<file path="config.mk">
export PLATFORM = sky130hd
export DESIGN_NAME = rgb2yuv422
export DESIGN_NICKNAME = d
export VERILOG_FILES = /design/src/rtl/rgb2yuv422.sv
export SDC_FILE = /design/constraint.sdc
export NUM_CORES = 1
export LEC_CHECK = 0
export CAP_MARGIN = 30
export CORE_MARGIN = 5
export CORE_UTILIZATION = 50
export CTS_CLUSTER_SIZE = 24
export DETAILED_ROUTE_END_ITERATION = 6
export PLACE_DENSITY = 0.76
export SYNTH_ARGS = -nofsm -noshare
export SYNTH_HDL_FRONTEND = slang
export SYNTH_SLANG_ARGS = --single-unit
</file>
<file path="constraint.sdc">
create_clock -name clk_i -period 7.1 [get_ports clk_i]
set_clock_uncertainty 0.2 [all_clocks]
set_input_delay 1.775 -clock clk_i [delete_from_list [all_inputs] [get_ports clk_i]]
set_output_delay 1.775 -clock clk_i [all_outputs]
set_load 0.01 [all_outputs]
</file>
<file path="src/rtl/rgb2yuv422.sv">
// ---------------------------------------------------------------------------
// rgb2yuv422
//   Converts 24-bit RGB pixels into a 4:2:2 YCbCr stream. Every input pixel
//   produces one output word {Y, C}. C alternates between the two chroma
//   components across each pixel pair (even slot / odd slot). Pairing restarts
//   at every rising edge of the data enable.
//
//   Pipeline (latency 4 clk_i cycles, the same for every pixel):
//     stage 1 : registered BT.601 products
//     stage 2 : registered Y/Cb/Cr sums and pixel phase
//     stage 3 : pair-hold register (even pixel waits for its odd partner)
//     stage 4 : registered chroma select/average and outputs
//
// Parameters
//   CHROMA_AVG : 1 = average chroma over each pair, 0 = use the even pixel's
//                chroma (co-sited decimation)
//   CB_FIRST   : 1 = Cb in even slots / Cr in odd slots, 0 = swapped
//
// Ports
//   clk_i  in   1   clock, rising edge
//   rst_i  in   1   synchronous active-high reset
//   vs_i   in   1   vertical sync, delayed through the pipeline unchanged
//   de_i   in   1   data enable, rgb_i valid when high
//   rgb_i  in  24   {R, G, B}, 8 bits unsigned each
//   vs_o   out  1   vs_i delayed by 4 cycles
//   de_o   out  1   de_i delayed by 4 cycles
//   yc_o   out 16   {Y, C}; 16'h1080 whenever de_o is low
// ---------------------------------------------------------------------------
module rgb2yuv422 #(
    parameter int CHROMA_AVG = 1,
    parameter int CB_FIRST   = 1
) (
    input  logic        clk_i,
    input  logic        rst_i,
    input  logic        vs_i,
    input  logic        de_i,
    input  logic [23:0] rgb_i,
    output logic        vs_o,
    output logic        de_o,
    output logic [15:0] yc_o
);

    localparam logic [15:0] YC_BLANK = 16'h1080;

    // Rounded mean of two 8-bit chroma samples: (a + b + 1) >> 1.
    function automatic logic [7:0] avg_round(input logic [7:0] a, input logic [7:0] b);
        logic [8:0] sum;
        sum = {1'b0, a} + {1'b0, b} + 9'd1;
        return sum[8:1];
    endfunction

    // ------------------------------------------------------------------
    // Stage 1: products
    // ------------------------------------------------------------------
    logic [15:0] r_s, g_s, b_s;
    assign r_s = {8'd0, rgb_i[23:16]};
    assign g_s = {8'd0, rgb_i[15:8]};
    assign b_s = {8'd0, rgb_i[7:0]};

    // Largest product is 129*255 = 32895, so 16 bits hold every term.
    logic [15:0] yr_r, yg_r, yb_r;
    logic [15:0] ur_r, ug_r, ub_r;
    logic [15:0] vr_r, vg_r, vb_r;
    logic        s1_de_r, s1_vs_r;

    // Stage 1 register: coefficient products plus control delay.
    always_ff @(posedge clk_i) begin
        if (rst_i) begin
            yr_r    <= 16'd0;
            yg_r    <= 16'd0;
            yb_r    <= 16'd0;
            ur_r    <= 16'd0;
            ug_r    <= 16'd0;
            ub_r    <= 16'd0;
            vr_r    <= 16'd0;
            vg_r    <= 16'd0;
            vb_r    <= 16'd0;
            s1_de_r <= 1'b0;
            s1_vs_r <= 1'b0;
        end else begin
            yr_r    <= r_s * 16'd66;
            yg_r    <= g_s * 16'd129;
            yb_r    <= b_s * 16'd25;
            ur_r    <= r_s * 16'd38;
            ug_r    <= g_s * 16'd74;
            ub_r    <= b_s * 16'd112;
            vr_r    <= r_s * 16'd112;
            vg_r    <= g_s * 16'd94;
            vb_r    <= b_s * 16'd18;
            s1_de_r <= de_i;
            s1_vs_r <= vs_i;
        end
    end

    // ------------------------------------------------------------------
    // Stage 2: sums and pixel phase
    // ------------------------------------------------------------------
    // The chroma sums are formed modulo 2^17. Partial results may wrap, but
    // the final value is always within 4336..61456, so bits [15:8] are exact.
    logic [16:0] y_sum_s, cb_sum_s, cr_sum_s;
    assign y_sum_s  = {1'b0, yr_r} + {1'b0, yg_r} + {1'b0, yb_r} + 17'd4224;
    assign cb_sum_s = 17'd32896 + {1'b0, ub_r} - {1'b0, ur_r} - {1'b0, ug_r};
    assign cr_sum_s = 17'd32896 + {1'b0, vr_r} - {1'b0, vg_r} - {1'b0, vb_r};

    logic [7:0] s2_y_r, s2_cb_r, s2_cr_r;
    logic       s2_de_r, s2_vs_r, s2_ph_r;
    logic       ph_next_r;   // phase the next contiguous pixel will take
    logic       de_rise_s;

    // A de rising edge at this stage starts a new line, and any de gap counts
    // as a line end.
    assign de_rise_s = s1_de_r & ~s2_de_r;

    // Stage 2 register: truncated sums, control delay and pixel phase.
    always_ff @(posedge clk_i) begin
        if (rst_i) begin
            s2_y_r    <= 8'd0;
            s2_cb_r   <= 8'd0;
            s2_cr_r   <= 8'd0;
            s2_de_r   <= 1'b0;
            s2_vs_r   <= 1'b0;
            s2_ph_r   <= 1'b0;
            ph_next_r <= 1'b0;
        end else begin
            s2_y_r  <= y_sum_s[15:8];
            s2_cb_r <= cb_sum_s[15:8];
            s2_cr_r <= cr_sum_s[15:8];
            s2_de_r <= s1_de_r;
            s2_vs_r <= s1_vs_r;
            if (s1_de_r) begin
                s2_ph_r   <= de_rise_s ? 1'b0 : ph_next_r;
                ph_next_r <= de_rise_s ? 1'b1 : ~ph_next_r;
            end else begin
                s2_ph_r   <= 1'b0;
                ph_next_r <= 1'b0;
            end
        end
    end

    // ------------------------------------------------------------------
    // Stage 3: pair hold
    // ------------------------------------------------------------------
    logic [7:0] s3_y_r, s3_cb_r, s3_cr_r;
    logic       s3_de_r, s3_vs_r, s3_ph_r;

    // Stage 3 register: holds a pixel while its successor sits in stage 2.
    always_ff @(posedge clk_i) begin
        if (rst_i) begin
            s3_y_r  <= 8'd0;
            s3_cb_r <= 8'd0;
            s3_cr_r <= 8'd0;
            s3_de_r <= 1'b0;
            s3_vs_r <= 1'b0;
            s3_ph_r <= 1'b0;
        end else begin
            s3_y_r  <= s2_y_r;
            s3_cb_r <= s2_cb_r;
            s3_cr_r <= s2_cr_r;
            s3_de_r <= s2_de_r;
            s3_vs_r <= s2_vs_r;
            s3_ph_r <= s2_ph_r;
        end
    end

    // ------------------------------------------------------------------
    // Stage 4: chroma select / average and output
    // ------------------------------------------------------------------
    // An even pixel in stage 3 is paired only when stage 2 holds its odd
    // successor. A lone even pixel at a line end keeps its own chroma.
    logic       pair_s;
    logic [7:0] c1_own_s, c2_own_s, c1_next_s, c2_next_s;
    logic [7:0] first_s, second_s;
    logic [7:0] c2_hold_r;   // second chroma of the pair, used by the odd slot
    logic [15:0] yc_next_s;

    assign pair_s    = s3_de_r & ~s3_ph_r & s2_de_r & s2_ph_r;
    assign c1_own_s  = (CB_FIRST != 0) ? s3_cb_r : s3_cr_r;
    assign c2_own_s  = (CB_FIRST != 0) ? s3_cr_r : s3_cb_r;
    assign c1_next_s = (CB_FIRST != 0) ? s2_cb_r : s2_cr_r;
    assign c2_next_s = (CB_FIRST != 0) ? s2_cr_r : s2_cb_r;

    // Chroma for the pair: averaged when enabled and a partner exists.
    always_comb begin
        first_s  = c1_own_s;
        second_s = c2_own_s;
        if (pair_s && (CHROMA_AVG != 0)) begin
            first_s  = avg_round(c1_own_s, c1_next_s);
            second_s = avg_round(c2_own_s, c2_next_s);
        end else begin
            first_s  = c1_own_s;
            second_s = c2_own_s;
        end
    end

    // Output word: blank when idle, first chroma on even, held chroma on odd.
    always_comb begin
        yc_next_s = YC_BLANK;
        if (!s3_de_r) begin
            yc_next_s = YC_BLANK;
        end else if (!s3_ph_r) begin
            yc_next_s = {s3_y_r, first_s};
        end else begin
            yc_next_s = {s3_y_r, c2_hold_r};
        end
    end

    // Stage 4 register: outputs and the held second chroma.
    always_ff @(posedge clk_i) begin
        if (rst_i) begin
            yc_o      <= YC_BLANK;
            de_o      <= 1'b0;
            vs_o      <= 1'b0;
            c2_hold_r <= 8'd0;
        end else begin
            yc_o <= yc_next_s;
            de_o <= s3_de_r;
            vs_o <= s3_vs_r;
            if (s3_de_r && !s3_ph_r) begin
                c2_hold_r <= second_s;
            end else begin
                c2_hold_r <= c2_hold_r;
            end
        end
    end

endmodule

</file>
==> impl_results.md <==
- Routed wl met3: 984 um
- Avg Inst Size Synth: 9.467 um2
- Compound-gate portion of the synthesized area: 0.1037
- Layout Cells excl Fill: 1761
- Die ar.: 29320 um2
- WS Path Type: input pin to register
- Max-slew violation count: 0
- I/O Pins: 46
- Max Used Layer: met5
- Initial DRC count: 479
- Final Core Density: 0.5583
- Final min period: 5.731 ns
- Row count: 59
- Crit path DAT: 5.82 ns
- EDFF count, synth: 0
- PortBufs: 45
- PD cells: 330.5 nW/um2
- RePlAce Congestion: 0.8845
- Gr usage total: 0.1911
- Peak supply drop: 192.6 uV
- Vias in the first global route: 9287
- Synth warnings: 0
- Largest family of logic cells by synthesized area: adder cells
- Post-Route WL: 26.49 mm
- Max clock buf depth: 2
- Die Wd: 171.2 um
- First-pass GRT wire length: 44.82 mm
- Htree depth: 4
- Fraction of layout cells with a size suffix above 1: 0.03366
- Post-CTS repair timing setup buffer count: 0
- Flop and latch count out of synthesis: 190
- Worst setup SP type: input pin
- Synthesized Nets: 1718
- Hold Path Class: register to register
- Sequential area share after synthesis: 0.2926
- Root buffer cell: clkbuf_16
- CTS sink count: 190
- TritonCTS clock tree: done
- Met1 WL: 11.64 mm
- Largest area contributor in the netlist: dfxtp_1
- Core Region: 25840 um2
- Final ANT Viol Nets: 0
- Worst skew pair latency: 0.43 ns
- Top FF cell, synth: dfxtp_1
- Simple-Gate Fraction of Synth Area: 0.1304
- Avg Vias per Cell: 5.181
- Reg-to-Reg End: c1_next_s[6]
- CP endpoint kind: register
- Final-report hold violation count: 0
- Nets: 1758
- Synth Area in Adders: 0.3508
- CTS clk-pin slew, worst paths: 0.07 ns
- Routed wl met2: 12.90 mm
- Reg2Reg Depth: 11
- Die H: 171.2 um
- Drt pass-1 iters: 5
- Synth Area in XOR/XNOR: 0.04919
- Leakage: 6.978 nW
- Multiplexer share of the synthesized area: 0.004332
- Layout fillers: 2233
- Fmax: 0.1745 GHz
- Maxcap violations: 0
- Post_cts resized: 0
- Hold path cells: 1
- Max-slew headroom: 0.4616
- Pre-CTS WS: 1.011 ns
- Period utilization: 0.8072
- # setup viols final: 0
- Wirelength per Cell: 15.04 um
- Worst setup margin: 1.369 ns
- Worst EP required: 7.19 ns
- CTS Buf Count: 17
- Post-DP HPWL: 21.17 mm
- Antenna cells: 0
- Status: finished clean
- R2R Setup Slk: 3.53 ns
- DRC violations left: 0
- Crit Path Max Fanout: 8
- RSZ-0062 raised after global routing: false
- Slew @ Worst Pin: 0.8076 ns
- Vias post-DR: 9124
- Area grow syn2layout: 10.96%
- Synth Cell Area: 13000 um2
- Starting Density: 0.5031
- Largest net degree at the start of global routing: 111
- Global route total overflow: 0
- R2r startpoint: vb_r[1]
- Top post-synthesis cells by area: dfxtp_1 (29%), ha_1 (23%), fa_1 (12%)
- Area fraction of the dominant cell type after synthesis: 0.2926
- CP Capture Point: vg_r[12]
- Setup TNS: 0 ns
- Post-synth cell types: 58
- Crit path launch: rgb_i[12]
- Syn Inst Count: 1373
- Placed Cells: 1729
- Ys async rst share: 0
- Initial antenna violation count: 1
- # hold bufs at CTS: 0
[report_power, final]
| group | leakage [nW] | internal [mW] | switching, mW |
|---|---|---|---|
| registers | 1.57 | 1.26 | 0.102 |
| clock network | 0.317 | 0.589 | 0.437 |
| logic | 5.09 | 1.07 | 1.31 |
[logic make-up (layout without fill, tap and decap cells)]
logic type      Yosys count  after routing
simple gates            338            338
flops                   190            190
mux                       5              5
xor+xnor                 73             73
compound gates          211            211
fa+ha+maj               317            317
buf+inv                 239            292
[registers in the layout, summed over array words and instances (netlist names), 8 cells and up]
register   flops
yc_o          16
c2_hold_r      8
yb_r           9
c2_own_s       8
s3_y_r         8
c1_own_s       8
vg_r          13
vr_r          11
ur_r          11
c1_next_s      8
ug_r          12
ub_r          10
vb_r          12
c2_next_s      8
yg_r          16
yr_r          13
s2_y_r         8
[cell usage after synthesis, drive strengths merged (3+ instances only)]
cell type  number
and2           10
nand4           4
o21ai          43
o211ai          5
nand3           9
nand2          44
nor2b          80
xnor2          37
a211oi         16
a21oi          65
o41ai           5
nor3b           7
mux2i           3
dfxtp         190
nand2b         16
inv           214
nor4b           3
xor2           36
o21bai          5
nor2          118
a221oi          3
ha            238
a31oi           5
a311oi          3
clkbuf         23
fa             79
o22ai           3
or2            10
o21a            7
nor3           24
a21o           34
or3             4
nor4            3
[worst min path at each step]
stage / start / endpoint
after floorplan: s3_y_r[4] / yc_o[12]
after global placement: s3_y_r[4] / yc_o[12]
after detailed placement: s3_y_r[4] / yc_o[12]
after CTS: s3_y_r[4] / yc_o[12]
after global routing: s3_y_r[0] / yc_o[8]
final: s3_y_r[4] / yc_o[12]
[stage by stage]
step / hold WS, ns / instance area (um2) / power, mW
5_1_grt: 0.2472 / 14420 / 5.215
3_5_place_dp: 0.1949 / 13780 / 3.733
6_report: 0.2219 / 14420 / 4.767
4_1_cts: 0.2308 / 14420 / 4.797
2_1_floorplan: 0.1863 / 13000 / 3.205
3_3_place_gp: 0.1938 / 13780 / 3.652
[layout make-up]
cell class	count	area [um2]	area share
clock buffer	19	452.9	0.03140
clock inverter	13	187.7	0.01301
inverter	214	803.3	0.05569
multi-input combinational	944	8298	0.5753
sequential	190	3804	0.2637
tap	335	419.2	0.02906
timing repair buffer	46	459.2	0.03184
[metal layers]
metal | GRT usage | vias up
met3 | 0.03425 | 63
met2 | 0.3299 | 160
met1 | 0.2371 | 4299
li1 | - | 4600
met5 | 0 | -
met4 | 0.07716 | 2
[cells in the final DEF, fill, tap and decap left out, types with 4 or more instances in the layout]
master and n:
nand2b_1 16, nor3_1 24, a21oi_1 65, nor2_1 118, clkbuf_16 17, nand3_1 9
a31oi_1 5, and2_1 10, xor2_1 36, or3_1 4, o41ai_1 5, dfxtp_1 190
nand4_1 4, or2_2 7, o21ai_0 29, a211oi_1 16, nand2_1 44, nor3b_1 7
ha_1 238, o211ai_1 5, nor2b_1 80, inv_1 214, clkdlybuf4s50_1 44, xnor2_1 37
o21ai_1 14, o21bai_1 5, o21a_1 6, inv_6 4, inv_8 4, fa_1 79
a21o_1 33
[worst max-delay path: stages]
cell,delay [ns]
clkdlybuf4s50_1,0.69
inv_1,0.18
fa_1,0.51
inv_1,0.04
ha_1,0.29
fa_1,0.54
fa_1,0.49
a21o_1,0.19
a21oi_1,0.30
o21ai_1,0.17
o41ai_1,0.42
xor2_1,0.18
nor2_1,0.05
No activity file was read; power rests on OpenSTA's default activity.
